$ cat config.mk
export PLATFORM = sky130hd
export DESIGN_NAME = blk_mem_arbiter
export DESIGN_NICKNAME = d
export VERILOG_FILES = /design/src/rtl/blk_mem_arbiter.sv
export SDC_FILE = /design/constraint.sdc
export NUM_CORES = 1
export LEC_CHECK = 0
export BUFFER_PORTS_ARGS = -buffer_cell sky130_fd_sc_hd__buf_2
export CAP_MARGIN = 20
export CORE_AREA = 2 2 571 573
export CTS_CLUSTER_SIZE = 8
export DETAILED_ROUTE_END_ITERATION = 10
export DIE_AREA = 0 0 573 575
export PLACE_DENSITY = 0.3
export RECOVER_POWER = 50
export SLEW_MARGIN = 20
export SYNTH_ARGS = -nofsm -noshare
export SYNTH_HDL_FRONTEND = slang
export SYNTH_SLANG_ARGS = --single-unit
$ cat constraint.sdc
create_clock -name CLK -period 62.4 [get_ports CLK]
set_input_delay 12.48 -clock CLK [delete_from_list [all_inputs] [get_ports CLK]]
set_output_delay 12.48 -clock CLK [all_outputs]
set_load 0.005 [all_outputs]
$ cat src/rtl/blk_mem_arbiter.sv
// Shares one backing-memory port between I-cache reads and D-cache reads/writes, one transaction at a time.
// Optional BLK_ARB_RR_EN: round-robin on contention (default: D side has fixed priority over I side).
module blk_mem_arbiter #(
  parameter int unsigned ADDR_W = 32,
  parameter int unsigned BLK_W  = 256
) (
  input  logic              CLK,
  input  logic              RESET,
  input  logic              iBlkRead,
  input  logic [ADDR_W-1:0] i_address,
  output logic [BLK_W-1:0]  block_read_fIM,
  output logic              block_read_fIM_valid,
  input  logic              dBlkRead,
  input  logic              dBlkWrite,
  input  logic [ADDR_W-1:0] d_address,
  input  logic [BLK_W-1:0]  block_write_2DM,
  output logic [BLK_W-1:0]  block_read_fDM,
  output logic              block_read_fDM_valid,
  output logic              block_write_fDM_valid,
  output logic              mem_req,
  output logic              mem_we,
  output logic [ADDR_W-1:0] mem_addr,
  output logic [BLK_W-1:0]  mem_wdata,
  input  logic [BLK_W-1:0]  mem_rdata,
  input  logic              mem_ack,
  output logic [31:0]       cnt_i_rd,
  output logic [31:0]       cnt_d_rd,
  output logic [31:0]       cnt_d_wr
);

  typedef enum logic [1:0] {ST_IDLE, ST_BUSY, ST_RESP, ST_DONE} state_e;

  state_e            state_q;
  logic              gnt_d_q, we_q, abort_q, mem_req_q;
  logic              i_vld_q, d_rd_vld_q, d_wr_vld_q;
  logic [ADDR_W-1:0] mem_addr_q;
  logic [BLK_W-1:0]  mem_wdata_q, fim_q, fdm_q;
  logic [31:0]       cnt_i_rd_q, cnt_d_rd_q, cnt_d_wr_q;

  logic d_any, pick_d, gnt_live;
  logic [9:0] unused_addr_bits;

  assign unused_addr_bits = {i_address[4:0], d_address[4:0]};
  assign d_any = dBlkRead | dBlkWrite;
  // The granted requester still holds its level; dropping it during BUSY aborts the grant.
  assign gnt_live = gnt_d_q ? (we_q ? dBlkWrite : dBlkRead) : iBlkRead;

`ifdef BLK_ARB_RR_EN
  logic last_d_q;

  // On a tie the side that was not served last wins; reset value means "I served last".
  assign pick_d = d_any & (~iBlkRead | ~last_d_q);

  always_ff @(posedge CLK or posedge RESET) begin
    if (RESET) begin
      last_d_q <= 1'b0;
    end else if (state_q == ST_RESP) begin
      last_d_q <= gnt_d_q;
    end
  end
`else
  assign pick_d = d_any;
`endif

  always_ff @(posedge CLK or posedge RESET) begin
    if (RESET) begin
      state_q     <= ST_IDLE;
      gnt_d_q     <= 1'b0;
      we_q        <= 1'b0;
      abort_q     <= 1'b0;
      mem_req_q   <= 1'b0;
      i_vld_q     <= 1'b0;
      d_rd_vld_q  <= 1'b0;
      d_wr_vld_q  <= 1'b0;
      mem_addr_q  <= '0;
      mem_wdata_q <= '0;
      fim_q       <= '0;
      fdm_q       <= '0;
      cnt_i_rd_q  <= '0;
      cnt_d_rd_q  <= '0;
      cnt_d_wr_q  <= '0;
    end else begin
      i_vld_q    <= 1'b0;
      d_rd_vld_q <= 1'b0;
      d_wr_vld_q <= 1'b0;
      case (state_q)
        ST_IDLE: begin
          if (iBlkRead | d_any) begin
            gnt_d_q    <= pick_d;
            we_q       <= pick_d & dBlkWrite;
            abort_q    <= 1'b0;
            mem_req_q  <= 1'b1;
            mem_addr_q <= pick_d ? {d_address[ADDR_W-1:5], 5'b0}
                                 : {i_address[ADDR_W-1:5], 5'b0};
            if (pick_d & dBlkWrite) mem_wdata_q <= block_write_2DM;
            state_q    <= ST_BUSY;
          end
        end
        ST_BUSY: begin
          if (!gnt_live) abort_q <= 1'b1;
          if (mem_ack) begin
            mem_req_q <= 1'b0;
            state_q   <= ST_RESP;
            if (!we_q) begin
              if (gnt_d_q) fdm_q <= mem_rdata;
              else         fim_q <= mem_rdata;
            end
            // Strobe and counter become visible together in the RESP cycle.
            if (!abort_q && gnt_live) begin
              if (!gnt_d_q) begin
                i_vld_q    <= 1'b1;
                cnt_i_rd_q <= cnt_i_rd_q + 32'd1;
              end else if (we_q) begin
                d_wr_vld_q <= 1'b1;
                cnt_d_wr_q <= cnt_d_wr_q + 32'd1;
              end else begin
                d_rd_vld_q <= 1'b1;
                cnt_d_rd_q <= cnt_d_rd_q + 32'd1;
              end
            end
          end
        end
        ST_RESP: state_q <= ST_DONE;
        ST_DONE: state_q <= ST_IDLE;
        default: state_q <= ST_IDLE;
      endcase
    end
  end

  assign block_read_fIM        = fim_q;
  assign block_read_fIM_valid  = i_vld_q;
  assign block_read_fDM        = fdm_q;
  assign block_read_fDM_valid  = d_rd_vld_q;
  assign block_write_fDM_valid = d_wr_vld_q;
  assign mem_req               = mem_req_q;
  assign mem_we                = we_q;
  assign mem_addr              = mem_addr_q;
  assign mem_wdata             = mem_wdata_q;
  assign cnt_i_rd              = cnt_i_rd_q;
  assign cnt_d_rd              = cnt_d_rd_q;
  assign cnt_d_wr              = cnt_d_wr_q;

endmodule

* Word level (Yosys, flattened, before mapping)
Cells that the tools add are included.
Cells by class: eq/ne operators 6, div/mod/pow operators 0, bitwise logic cells 5, $mul 0, shift operators 0, reduce and logical (&&, ||, !) cells 14, magnitude comparators 0, $add $sub $neg 3, multiplexer cells 26
Operators by type and width (number):
- $add 32x1->32 const B | 3
- $mux 32 | 1
- $mux 1 | 20
- $reduce_and 4->1 | 3
- $reduce_and 5->1 | 2
- $reduce_and 3->1 | 3
- $pmux 2 s4 | 1
- $ne 2x2->1 const B | 3
- $eq 2x2->1 const B | 2
- $mux 2 | 2
- $pmux 1 s2 | 2
- $reduce_and 2->1 | 2
- $eq 2x1->1 const B | 1
- $logic_not 2->1 | 1
- $not 1->1 | 2
- $or 1x1->1 | 2
- $reduce_bool 2->1 | 1
- $and 1x1->1 | 1
- $logic_and 1x1->1 | 1
- $logic_not 1->1 | 1
Word-level totals: output and inout bits 901, bits in read-only memories 0, latch bits 0, input port bits 582, register bits after elaboration 905, word-level logic and storage cells 69, memories 0, memory bits (writable) 0

* Logic depth before layout (Yosys ltp)
depth in word-level cells 6, mapped depth 8, gate-level depth less buffers 7

* Worst setup path before layout
Ideal clock, no wire load.
kind input -> register, start point in dBlkWrite, end point reg mem_wdata_q[10] (netlist: mem_wdata[10]), setup slack 48599 ps, library setup time 125 ps, cell stages on the path 5, data arrival time 13677 ps, path buffers 3, path through clkbuf_1 nand2_1 clkbuf_1 buf_2 mux2_2
On the way: cells in the longest elaborated chain, start to end 3, elaborated cells between the ends (all ways) 4, those cells by class bitwise: 3; reduce/logical: 1
Ends and longest elaborated chain:
- from (decl) | line 14 | input logic dBlkWrite,
- $or 1x1->1 | line 44 | assign d_any = dBlkRead | dBlkWrite;
- $or 1x1->1 or $and 1x1->1 (tied branches) | line 88, 95
- $reduce_and 3->1 (no line) (*)
- to (signal assigned) | line 95 | if (pick_d & dBlkWrite) mem_wdata_q <= block_write_2DM;
- to (decl) | line 37 | logic [BLK_W-1:0] mem_wdata_q, fim_q, fdm_q;
Mark *: on every way between the ends. The rest lies on a longest branch, timed or not. A chain may end at the register's enable or synchronous reset.

==> flow_summary.json <==
{
  "endpoint_kind": "async pin",
  "ant_nets": 0,
  "finalWeightedCongestion": 0.894,
  "grt_pass1_wl_mm": 301,
  "period_share_pct": 31.9,
  "netlist_area_um2": 34500,
  "yosys.area.top_type_share_pct": 65.3,
  "drive_gt1_share_pct": 49.2,
  "overflow": 0,
  "cts_setup_buffers": 0,
  "vias": 26357,
  "io_pins": 1483,
  "syn_inst": 2181,
  "cts-htree-levels": 4,
  "yosysTopAreaCell": "dfrtp_1",
  "cp-endpoint": "mem_wdata[184]$_DFFE_PP0P_",
  "max_freq_ghz": 0.0502,
  "antenna_found_initial": 260,
  "fin_total_pwr_mw": 2.59,
  "worstMarginPinSlew_ps": 4990,
  "num_rows": 209,
  "grt_max_degree": 112,
  "portBuffers": 1467,
  "die_w_um": 573,
  "cts_buffer_depth": 4,
  "hp-class": "reg2reg",
  "hold_buffers": 0,
  "root_buffer": "clkbuf_16",
  "regToRegEndpoint": "mem_wdata[86]$_DFFE_PP0P_",
  "cts_tree": "done",
  "postSynth.asyncResetShare_pct": 100,
  "start_util_pct": 10.7,
  "relSlewSlack_pct": -234,
  "cts_made_buffers": 139,
  "cp.arrival_ps": 20690,
  "post_drt_via_cell_ratio": 3.24,
  "cts.sinks": 900,
  "ys_seq_area_share_pct": 65.3,
  "power_leakage_nw": 21.6,
  "required_ps": 63170,
  "vdd_drop_max_uv": 21.6,
  "timing.setup.tns_ps": 0,
  "criticalPathCategory": "in2async",
  "yosys_warnings": 0,
  "grtUsageTotal_pct": 13.9,
  "setup_viol": 0,
  "fill_cells": 36528,
  "grt_pass1_vias": 27227,
  "layoutNonFillerInstCount": 8141,
  "cap_violations": 17,
  "drtIter0Drc": 1205,
  "place_inst": 7903,
  "drc": 0,
  "cts_resized": 0,
  "synth_area_leaders": "dfrtp_1, mux2_2, xnor2_1",
  "powerDensity_nw_per_um2": 51.6,
  "status": "finished, violations left",
  "synth_cell_types": 45,
  "core_area_um2": 323000,
  "violations": "max-capacitance violations, max-slew violations",
  "post-route-min-period_ps": 19920,
  "r2r_start": "state_q[0]$_DFFE_PP0P_",
  "synth-edff-count": 0,
  "dp_hpwl_mm": 200,
  "drv_slew": 754,
  "syn_area_per_cell_um2": 15.8,
  "dieArea_um2": 329000,
  "clock_skew_ps": 88.1,
  "r2r_cells": 8,
  "dr.pass1.iters": 4,
  "area_growth_pct": 45.4,
  "rsz0062_at_grt": "no",
  "start_kind": "primary input",
  "cp_max_fo": 111,
  "r2r_slack_ps": 54390,
  "wl_mm": 236,
  "path_clk_slew_ps": 50,
  "synth-seq-cells": 900,
  "wire_per_inst_um": 29.0,
  "clk_latency_ps": 810,
  "finalHoldViolCount": 0,
  "chipHeight_um": 575,
  "crit_start": "RESET",
  "nets": 4309,
  "synth_flop_cell": "dfrtp_1"
}
==> layout make-up <==
cell class	instances	area [um2]	area share (%)
Multi-Input combinational cell	1164	11300	22.5
Sequential cell	900	22500	45.0
Clock inverter	13	196	0.392
Clock buffer	164	3670	7.34
Tap cell	4325	5410	10.8
Timing Repair Buffer	1501	6840	13.6
Antenna cell	60	150	0.300
Inverter	14	53.8	0.107
==> layer usage <==
| layer | part of all wire (%) | up-vias | global-route usage [%] |
|---|---|---|---|
| met5 | 0.63 | - | 0 |
| met4 | 2.8 | 228 | 2.92 |
| met3 | 15 | 618 | 9.56 |
| met2 | 46 | 1370 | 22.6 |
| met1 | 36 | 13267 | 14.7 |
| li1 | - | 10874 | - |
==> how the worst min path moves through the flow <==
stage | startpoint | end | cells after the start
after floorplan | cnt_i_rd[31]$_DFFE_PP0P_ | cnt_i_rd[31]$_DFFE_PP0P_ | 1
after global routing | cnt_d_rd[31]$_DFFE_PP0P_ | cnt_d_rd[31]$_DFFE_PP0P_ | 1
after detailed placement | cnt_d_wr[31]$_DFFE_PP0P_ | cnt_d_wr[31]$_DFFE_PP0P_ | 1
final | cnt_d_wr[31]$_DFFE_PP0P_ | cnt_d_wr[31]$_DFFE_PP0P_ | 1
after CTS | cnt_d_wr[31]$_DFFE_PP0P_ | cnt_d_wr[31]$_DFFE_PP0P_ | 1
after global placement | cnt_d_wr[31]$_DFFE_PP0P_ | cnt_d_wr[31]$_DFFE_PP0P_ | 1
==> synth_stat cells, types with 13 or more instances <==
cell       n
mux2_2   771
nor2_1    17
nand2_1   69
buf_2     84
inv_1     13
nand4_1   49
dfrtp_1  900
o21ai_0   28
xor2_1    13
mux2i_1   28
xnor2_1   80
nand3_1   35
==> kinds of logic after synthesis <==
group | after synthesis | synth area share, %
AOI/OAI and AO/OA | 35 | 0.555
xor gates and xnor gates | 93 | 2.36
adders and majority gates | 7 | 0.254
buffers and inverters | 121 | 1.72
DFF | 900 | 65.3
muxes | 799 | 26.0
other | 1 | 0.0109
and+or+nand+nor | 225 | 3.74
==> per-stage QoR <==
stage | cell area, um2 | setup WS, ps | util (%) | hold slack [ps]
floorplan | 34500 | 24620 | - | 468
global placement | 47000 | 45300 | 14.5 | 461
detailed placement | 47000 | 45290 | 14.5 | 461
CTS | 50900 | 46180 | 15.7 | 472
global route | 50000 | 41050 | 15.5 | 485
finish | 50100 | 42480 | 15.5 | 469
==> cells in the final DEF, fill, tap and decap left out, types with 2 or more instances in the layout <==
master     instances
o21ai_0           28
clkbuf_1         607
ha_1               7
clkinv_8           5
inv_6              2
xnor2_1           80
nand3b_1           2
mux2_2           771
and2_1             2
nand4b_1           5
xor2_1            13
buf_4             17
and3_1             7
dfrtp_1          900
buf_2            891
nand2b_1           3
nand4_1           49
mux2i_1           28
nor3_1            10
nand3_1           35
nand2_1           69
clkbuf_8           6
conb_1             5
inv_1             13
diode_2           60
nor4_1            10
nor2_1            19
clkbuf_16        141
and4_1             6
clkinv_2           2
nor3_2             3
==> critical path, stage by stage <==
cell and delay [ps]:
buf_2 100, clkinvlp_2 2740, clkbuf_1 2680, buf_4 880
buf_12 490, buf_4 860
==> power by group <==
part	internal [mW]	switching, mW
clock	0.416	0.292
sequential	0.846	0.142
combinational	0.374	0.516
==> registers in the layout (all words and copies together), names as in the netlist <==
signal                 cells
block_read_fDM_valid       1
mem_req                    1
gnt_d_q                    1
cnt_d_wr                  32
block_write_fDM_valid      1
mem_addr                  27
mem_wdata                256
state_q                    2
block_read_fDM           256
cnt_i_rd                  32
cnt_d_rd                  32
abort_q                    1
block_read_fIM           256
block_read_fIM_valid       1
mem_we                     1
(Power assumes the default switching activity.)
